==> config.mk <==
export PLATFORM = sky130hd
export DESIGN_NAME = neuron_seq_mac
export DESIGN_NICKNAME = d
export VERILOG_FILES = /design/src/rtl/neuron_pkg.sv /design/src/rtl/neuron_act_sat.sv /design/src/rtl/neuron_seq_mac.sv
export SDC_FILE = /design/constraint.sdc
export NUM_CORES = 1
export LEC_CHECK = 0
export CAP_MARGIN = 20
export CORE_MARGIN = 4
export CORE_UTILIZATION = 40
export DETAILED_ROUTE_END_ITERATION = 10
export GPL_ROUTABILITY_DRIVEN = 0
export PLACE_DENSITY_LB_ADDON = 0.2
export RECOVER_POWER = 25
export SLEW_MARGIN = 30
export SYNTH_ARGS = -nofsm -noshare
export SYNTH_HDL_FRONTEND = slang
export SYNTH_SLANG_ARGS = --single-unit
==> constraint.sdc <==
create_clock -name clk -period 2.65 [get_ports clk]
set_input_delay 0.3975 -clock clk [delete_from_list [all_inputs] [get_ports clk]]
set_output_delay 0.3975 -clock clk [all_outputs]
set_load 0.005 [all_outputs]
==> src/rtl/neuron_pkg.sv <==
// -----------------------------------------------------------------------------
// neuron_pkg
// Shared types and helpers for the sequential neuron family.
//   state_e      : controller states of the time-multiplexed MAC neuron
//   act_mode_e   : activation selection (ReLU or linear, both saturating)
//   acc_width    : accumulator width for a given data width / input count
//   idx_width    : input-index counter width (at least one bit)
//   sat_to_width : clamps a wide signed value into a DATA_WIDTH signed range
// -----------------------------------------------------------------------------
package neuron_pkg;

  typedef enum logic [1:0] {
    IDLE = 2'd0,
    MAC  = 2'd1,
    ACT  = 2'd2,
    DONE = 2'd3
  } state_e;

  typedef enum logic {
    ACT_RELU   = 1'b0,
    ACT_LINEAR = 1'b1
  } act_mode_e;

  // Working width of the saturation helper; any accumulator is sign-extended
  // up to this before clamping.
  localparam int SAT_W = 32'sd128;

  // Full product width plus one bit per doubling of the term count plus a
  // guard bit for the bias.
  function automatic int acc_width(input int dw, input int n_inputs);
    return (32'sd2 * dw) + $clog2(n_inputs) + 32'sd1;
  endfunction

  // A single-input neuron still needs a one-bit index register.
  function automatic int idx_width(input int n_inputs);
    if (n_inputs > 32'sd1) begin
      return $clog2(n_inputs);
    end else begin
      return 32'sd1;
    end
  endfunction

  // Clamp acc to [-2^(dw-1), 2^(dw-1)-1]; the caller keeps the low dw bits.
  function automatic logic signed [SAT_W-1:0] sat_to_width(
    input logic signed [SAT_W-1:0] acc,
    input int                      dw
  );
    logic signed [SAT_W-1:0] one_s;
    logic signed [SAT_W-1:0] max_s;
    logic signed [SAT_W-1:0] min_s;
    one_s = {{(SAT_W-1){1'b0}}, 1'b1};
    max_s = (one_s <<< (dw - 32'sd1)) - one_s;
    min_s = ~max_s;
    if (acc > max_s) begin
      return max_s;
    end else if (acc < min_s) begin
      return min_s;
    end else begin
      return acc;
    end
  endfunction

endpackage

==> src/rtl/neuron_act_sat.sv <==
// -----------------------------------------------------------------------------
// neuron_act_sat
// Combinational activation + saturation from a wide accumulator to a
// DATA_WIDTH signed result.
//   acc : signed accumulator, ACC_W bits, already in output fixed-point format
//   y   : signed activated and saturated result, DATA_WIDTH bits
// ACT_MODE 0 = ReLU (non-positive -> 0, clamp at MAX), 1 = linear (clamp to
// [MIN, MAX]).
// -----------------------------------------------------------------------------
module neuron_act_sat
  import neuron_pkg::*;
#(
  parameter int DATA_WIDTH = 32'sd8,
  parameter int ACC_W      = 32'sd20,
  parameter int ACT_MODE   = 32'sd0
) (
  input  logic signed [ACC_W-1:0]      acc,
  output logic signed [DATA_WIDTH-1:0] y
);

  localparam act_mode_e MODE_E = (ACT_MODE == 32'sd1) ? ACT_LINEAR : ACT_RELU;

  logic signed [DATA_WIDTH-1:0] sat_s;

  // Clamp the accumulator, then apply the selected activation.
  always_comb begin
    sat_s = DATA_WIDTH'(sat_to_width({{(SAT_W-ACC_W){acc[ACC_W-1]}}, acc}, DATA_WIDTH));
    y     = sat_s;
    case (MODE_E)
      ACT_LINEAR: begin
        y = sat_s;
      end
      ACT_RELU: begin
        if (acc[ACC_W-1]) begin
          y = {DATA_WIDTH{1'b0}};
        end else begin
          y = sat_s;
        end
      end
      default: begin
        y = sat_s;
      end
    endcase
  end

endmodule

==> src/rtl/neuron_seq_mac.sv <==
// -----------------------------------------------------------------------------
// neuron_seq_mac
// One fully-connected neuron over N_INPUTS signed fixed-point inputs with
// compile-time weights and bias, computed with a single shared multiplier,
// followed by a saturating activation and a valid/ready result handshake.
//   clk     : clock
//   rst     : synchronous active-high reset (overrides En)
//   En      : global enable; low freezes every register
//   start   : capture X and begin a computation (only honoured in IDLE)
//   X       : packed signed inputs, X[i] at [i*DATA_WIDTH +: DATA_WIDTH]
//   busy    : high whenever the controller is not IDLE
//   Y       : signed result, held until the next result or reset
//   y_valid : Y holds a completed result
//   y_ready : downstream accepts Y
// -----------------------------------------------------------------------------
module neuron_seq_mac
  import neuron_pkg::*;
#(
  parameter int DATA_WIDTH = 32'sd8,
  parameter int FRAC_BITS  = 32'sd4,
  parameter int N_INPUTS   = 32'sd6,
  parameter logic [N_INPUTS*DATA_WIDTH-1:0] WEIGHTS = {(N_INPUTS*DATA_WIDTH){1'b0}},
  parameter logic signed [DATA_WIDTH-1:0]   BIAS    = {DATA_WIDTH{1'b0}},
  parameter int ACT_MODE   = 32'sd0
) (
  input  logic                           clk,
  input  logic                           rst,
  input  logic                           En,
  input  logic                           start,
  input  logic [N_INPUTS*DATA_WIDTH-1:0] X,
  output logic                           busy,
  output logic signed [DATA_WIDTH-1:0]   Y,
  output logic                           y_valid,
  input  logic                           y_ready
);

  localparam int ACC_W  = acc_width(DATA_WIDTH, N_INPUTS);
  localparam int IDX_W  = idx_width(N_INPUTS);
  localparam int PROD_W = 32'sd2 * DATA_WIDTH;
  localparam logic [IDX_W-1:0] IDX_LAST = IDX_W'(N_INPUTS - 32'sd1);
  localparam logic [IDX_W-1:0] IDX_ONE  = IDX_W'(1'b1);
  localparam logic signed [ACC_W-1:0] BIAS_EXT =
    {{(ACC_W-DATA_WIDTH){BIAS[DATA_WIDTH-1]}}, BIAS};

  state_e                         state_r, state_nxt_s;
  logic [IDX_W-1:0]               idx_r, idx_nxt_s;
  logic signed [ACC_W-1:0]        acc_r, acc_nxt_s;
  logic [N_INPUTS*DATA_WIDTH-1:0] x_r, x_nxt_s;
  logic signed [DATA_WIDTH-1:0]   y_r, y_nxt_s;
  logic                           y_valid_r, y_valid_nxt_s;
  logic                           busy_r, busy_nxt_s;

  int                             sel_s;
  logic signed [DATA_WIDTH-1:0]   x_sel_s;
  logic signed [DATA_WIDTH-1:0]   w_sel_s;
  logic signed [PROD_W-1:0]       prod_s;
  logic signed [PROD_W-1:0]       term_s;
  logic signed [ACC_W-1:0]        term_ext_s;
  logic signed [DATA_WIDTH-1:0]   act_y_s;

  // Operand select and product term. The operands are sign-extended to the
  // full product width so the low PROD_W bits are the exact signed product;
  // the arithmetic shift then floors it (e.g. -762 >>> 4 = -48, not -47).
  always_comb begin
    sel_s      = int'(idx_r) * DATA_WIDTH;
    x_sel_s    = x_r[sel_s +: DATA_WIDTH];
    w_sel_s    = WEIGHTS[sel_s +: DATA_WIDTH];
    prod_s     = {{DATA_WIDTH{x_sel_s[DATA_WIDTH-1]}}, x_sel_s} *
                 {{DATA_WIDTH{w_sel_s[DATA_WIDTH-1]}}, w_sel_s};
    term_s     = prod_s >>> FRAC_BITS;
    term_ext_s = {{(ACC_W-PROD_W){term_s[PROD_W-1]}}, term_s};
  end

  neuron_act_sat #(
    .DATA_WIDTH (DATA_WIDTH),
    .ACC_W      (ACC_W),
    .ACT_MODE   (ACT_MODE)
  ) u_act_sat (
    .acc (acc_r),
    .y   (act_y_s)
  );

  // Next-state and next-datapath logic; every register holds by default.
  always_comb begin
    state_nxt_s   = state_r;
    idx_nxt_s     = idx_r;
    acc_nxt_s     = acc_r;
    x_nxt_s       = x_r;
    y_nxt_s       = y_r;
    y_valid_nxt_s = y_valid_r;
    if (En) begin
      case (state_r)
        IDLE: begin
          if (start) begin
            x_nxt_s     = X;
            acc_nxt_s   = BIAS_EXT;
            idx_nxt_s   = {IDX_W{1'b0}};
            state_nxt_s = MAC;
          end else begin
            state_nxt_s = IDLE;
          end
        end
        MAC: begin
          acc_nxt_s = acc_r + term_ext_s;
          if (idx_r == IDX_LAST) begin
            idx_nxt_s   = {IDX_W{1'b0}};
            state_nxt_s = ACT;
          end else begin
            idx_nxt_s   = idx_r + IDX_ONE;
            state_nxt_s = MAC;
          end
        end
        ACT: begin
          y_nxt_s       = act_y_s;
          y_valid_nxt_s = 1'b1;
          state_nxt_s   = DONE;
        end
        DONE: begin
          // A start seen here is deliberately dropped; it must be re-presented.
          if (y_ready) begin
            y_valid_nxt_s = 1'b0;
            state_nxt_s   = IDLE;
          end else begin
            state_nxt_s   = DONE;
          end
        end
        default: begin
          y_valid_nxt_s = 1'b0;
          idx_nxt_s     = {IDX_W{1'b0}};
          state_nxt_s   = IDLE;
        end
      endcase
    end else begin
      state_nxt_s = state_r;
    end
    if (state_nxt_s != IDLE) begin
      busy_nxt_s = 1'b1;
    end else begin
      busy_nxt_s = 1'b0;
    end
  end

  // State and datapath registers with synchronous reset.
  always_ff @(posedge clk) begin
    if (rst) begin
      state_r   <= IDLE;
      idx_r     <= {IDX_W{1'b0}};
      acc_r     <= {ACC_W{1'b0}};
      x_r       <= {(N_INPUTS*DATA_WIDTH){1'b0}};
      y_r       <= {DATA_WIDTH{1'b0}};
      y_valid_r <= 1'b0;
      busy_r    <= 1'b0;
    end else begin
      state_r   <= state_nxt_s;
      idx_r     <= idx_nxt_s;
      acc_r     <= acc_nxt_s;
      x_r       <= x_nxt_s;
      y_r       <= y_nxt_s;
      y_valid_r <= y_valid_nxt_s;
      busy_r    <= busy_nxt_s;
    end
  end

  assign Y       = y_r;
  assign y_valid = y_valid_r;
  assign busy    = busy_r;

endmodule

==> impl_metrics.csv <==
group,metric,value,unit
layout,fill_cells,289,
logic_synthesis,syn_area,1250,um^2
power,p_leak,0.560,nW
sta,finalHoldViolations,0,
sta,max-slew-margin-rel,53.7,%
logic_synthesis,synth.top_cell.area_share,55.9,%
drt,drt-initial-drc-count,46,
layout,drive_gt1_share,11.7,%
worst_setup_path,crit_chain,"dlygate4sd3_1 > and2b_1 > a31oi_2 > and2_2",
place,dp_hpwl,1480,um
layout,finish.utilization,49.5,%
sta,fmax,540,MHz
worst_setup_path,worstPathArrival,2.14,ns
sta,drv_slew,0,
logic_synthesis,ys_ff_latch,35,
worst_setup_path,crit_type,"in2reg",
place,placed_area,1450,um^2
floorplanning,core-area,3030,um^2
cts,clkLatencyLatePin,0.34,ns
drt,drc,0,
drt,met1Wirelength,1030,um
worst_setup_path,cp.depth,4,
global_routing,antenna_found_initial,0,
drt,ant_nets,0,
worst_setup_path,cp-start-kind,"input port",
run_status,status,"finished, final reports clean",
worst_hold_path,holdPathStages,1,
drt,met3_length,117,um
drt,wirelength,2170,um
global_routing,grt_pass1_wl,3980,um
sta,worst_slew_pin_slew,0.692,ns
drt,route.vias.total,851,
sta,fin_skew,0.00767,ns
logic_synthesis,synth.area.top_cells,"dfxtp_1 (56%), and2_1 (9.5%), mux2i_1 (5.6%), nor2b_1 (4.0%), o21ai_1 (2.8%)",
worst_setup_path,required,2.94,ns
floorplanning,row_count,20,
layout,nets,189,
cts,ctsResizeCount,0,
cts,path_clk_slew,0.09,ns
cts,cts_setup_buffers,0,
layout,fin_area,1500,um^2
drt,routedWlPerCell,12.0,um
sta,final.setup.tns,0,ns
worst_hold_path,hp-class,"reg2reg",
global_routing,grt_pass1_vias,889,
worst_setup_path,cpPeakStageDelay,0.62,ns
logic_synthesis,seq_area_frac_synth,55.9,%
logic_synthesis,postSynthCellCount,118,
sta,setup_violations,0,
worst_setup_path,crit_path_end_kind,"flip-flop",
global_routing,grt_overflow,0,
drt,drt-pass1-iter-count,4,
logic_synthesis,syn_nets,171,
sta,rsz0062_at_grt,"no",
place,port_buffers,14,
drt,avgViaCountPerCell,4.70,
drt,dr_wl_met2,958,um
cts,cts.root.buffer_cell,"clkbuf_4",
cts,cts_buffers,5,
cts,cts_buffer_depth,2,
worst_setup_path,cp_num_buf_inv,1,
floorplanning,ios,63,
cts,cts_tree,"built",
drt,topRoutingLayerUsed,"met4",
worst_setup_path,cp_slowest_cell,"dlygate4sd3_1",
floorplanning,start_util,41.4,%
cts,clock-sinks,35,
cts,hold_buffers,0,
power,irDropWorstVdd,0.275,mV
job,maxCapViolations,0,
layout,n_antenna_cell,0,
sta,fin_crit,1.85,ns
floorplanning,die-width,64.0,um
worst_setup_path,ff2ff_path_depth,3,
global_routing,grt_usage,12.7,%
layout,synthToLayoutAreaGrowth,19.6,%
global_routing,grt_max_degree,21,
logic_synthesis,syn_area_per_cell,10.6,um^2
worst_setup_path,crit_fanout,20,
worst_setup_path,worst-r2r-setup-slack,1.05,ns
floorplanning,fp.dieH,64.0,um
floorplanning,die_area,4090,um^2
logic_synthesis,synth_area_leader_cell,"dfxtp_1",
sta,fin_hold_ws,0.461,ns
worst_setup_path,crit_family,"buffers and inverters",
logic_synthesis,ys_types,27,
logic_synthesis,synth_warnings,0,
power,p_per_area,559,nW/um^2
sta,period_share,69.9,%
cts,cts_max_level,2,
## synth_stat cells
library cell	number
nor2_1	5
o21ai_0	1
nand4b_1	2
nor3b_1	1
mux2i_1	7
inv_1	2
o31ai_1	2
clkbuf_1	3
a31o_2	1
and2_1	19
or4_4	3
and2b_1	1
nand3b_1	1
buf_2	1
o21ai_1	7
dfxtp_1	35
or4_1	1
o311ai_4	1
and3b_1	1
and2_2	1
nor2b_1	8
a2bb2oi_1	1
a31oi_1	3
nand3_1	3
nand2b_1	2
a21oi_1	5
nand2_1	1
## flip-flops by register name (all words and copies together) (netlist names)
register	flops
Y	8
acc_r	20
busy	1
idx_r	3
state_r	2
y_valid	1
## cells in the final DEF, fill, tap and decap left out, types with 3 or more instances in the layout
cell type / count
mux2i_1: 7
nand3_1: 3
dfxtp_1: 35
dlygate4sd3_1: 4
or4_4: 3
nor2_1: 5
clkbuf_4: 5
nor2b_1: 8
clkinv_2: 3
clkdlybuf4s50_1: 10
and2_1: 19
o21ai_1: 7
a21oi_1: 5
## cells by family after synthesis
group / synth area share (%)
AOI/OAI and AO/OA: 11.4
buffers and inverters: 1.90
DFF: 55.9
muxes: 5.59
and+or+nand+nor: 25.3
## worst register-to-register path: cells and delay by family (launching register included)
family           cells  cell delay (ns)
AND/OR/NAND/NOR      2             0.51
AO/OA/AOI/OAI        1             0.62
flip-flops           1             0.41
## through the flow
stage	cells	power (mW)	worst slack, ns
2_1_floorplan	118	0.561	1.25
3_3_place_gp	173	0.577	0.311
5_1_grt	181	0.887	0.663
6_report	181	0.838	0.798
4_1_cts	181	0.853	0.886
3_5_place_dp	173	0.579	0.531
## power by group
part           leakage [nW]  switching (mW)  internal (mW)  total [mW]
Combinational         0.243          0.0198         0.0141      0.0339
Clock                0.0347           0.174         0.0985       0.273
Sequential            0.282         0.00300          0.529       0.532
Total                 0.560           0.197          0.641       0.838
## metal layers
layer	track usage, %	up-vias
met1	14.8	384
met3	4.75	6
met4	8.09	0
met5	0	-
li1	-	444
met2	19.4	17
## cell type report
type | count | area, um^2 | area share [%]
clock buffers | 5 | 37.5 | 2.50
clock inverters | 3 | 15.0 | 1.00
inverters | 2 | 7.51 | 0.501
multi-input cells | 77 | 536 | 35.7
flip-flops and latches | 35 | 701 | 46.7
well taps | 44 | 55.1 | 3.67
repair buffers | 15 | 148 | 9.85
## path summary, 6_finish.rpt
| check | to | from |
|---|---|---|
| min | acc_r[0] | acc_r[0] |
| max | acc_r[7] | En |
| min reg2reg | acc_r[0] | acc_r[0] |
| max reg2reg | acc_r[7] | state_r[1] |
No activity file was read; power rests on OpenSTA's default activity.
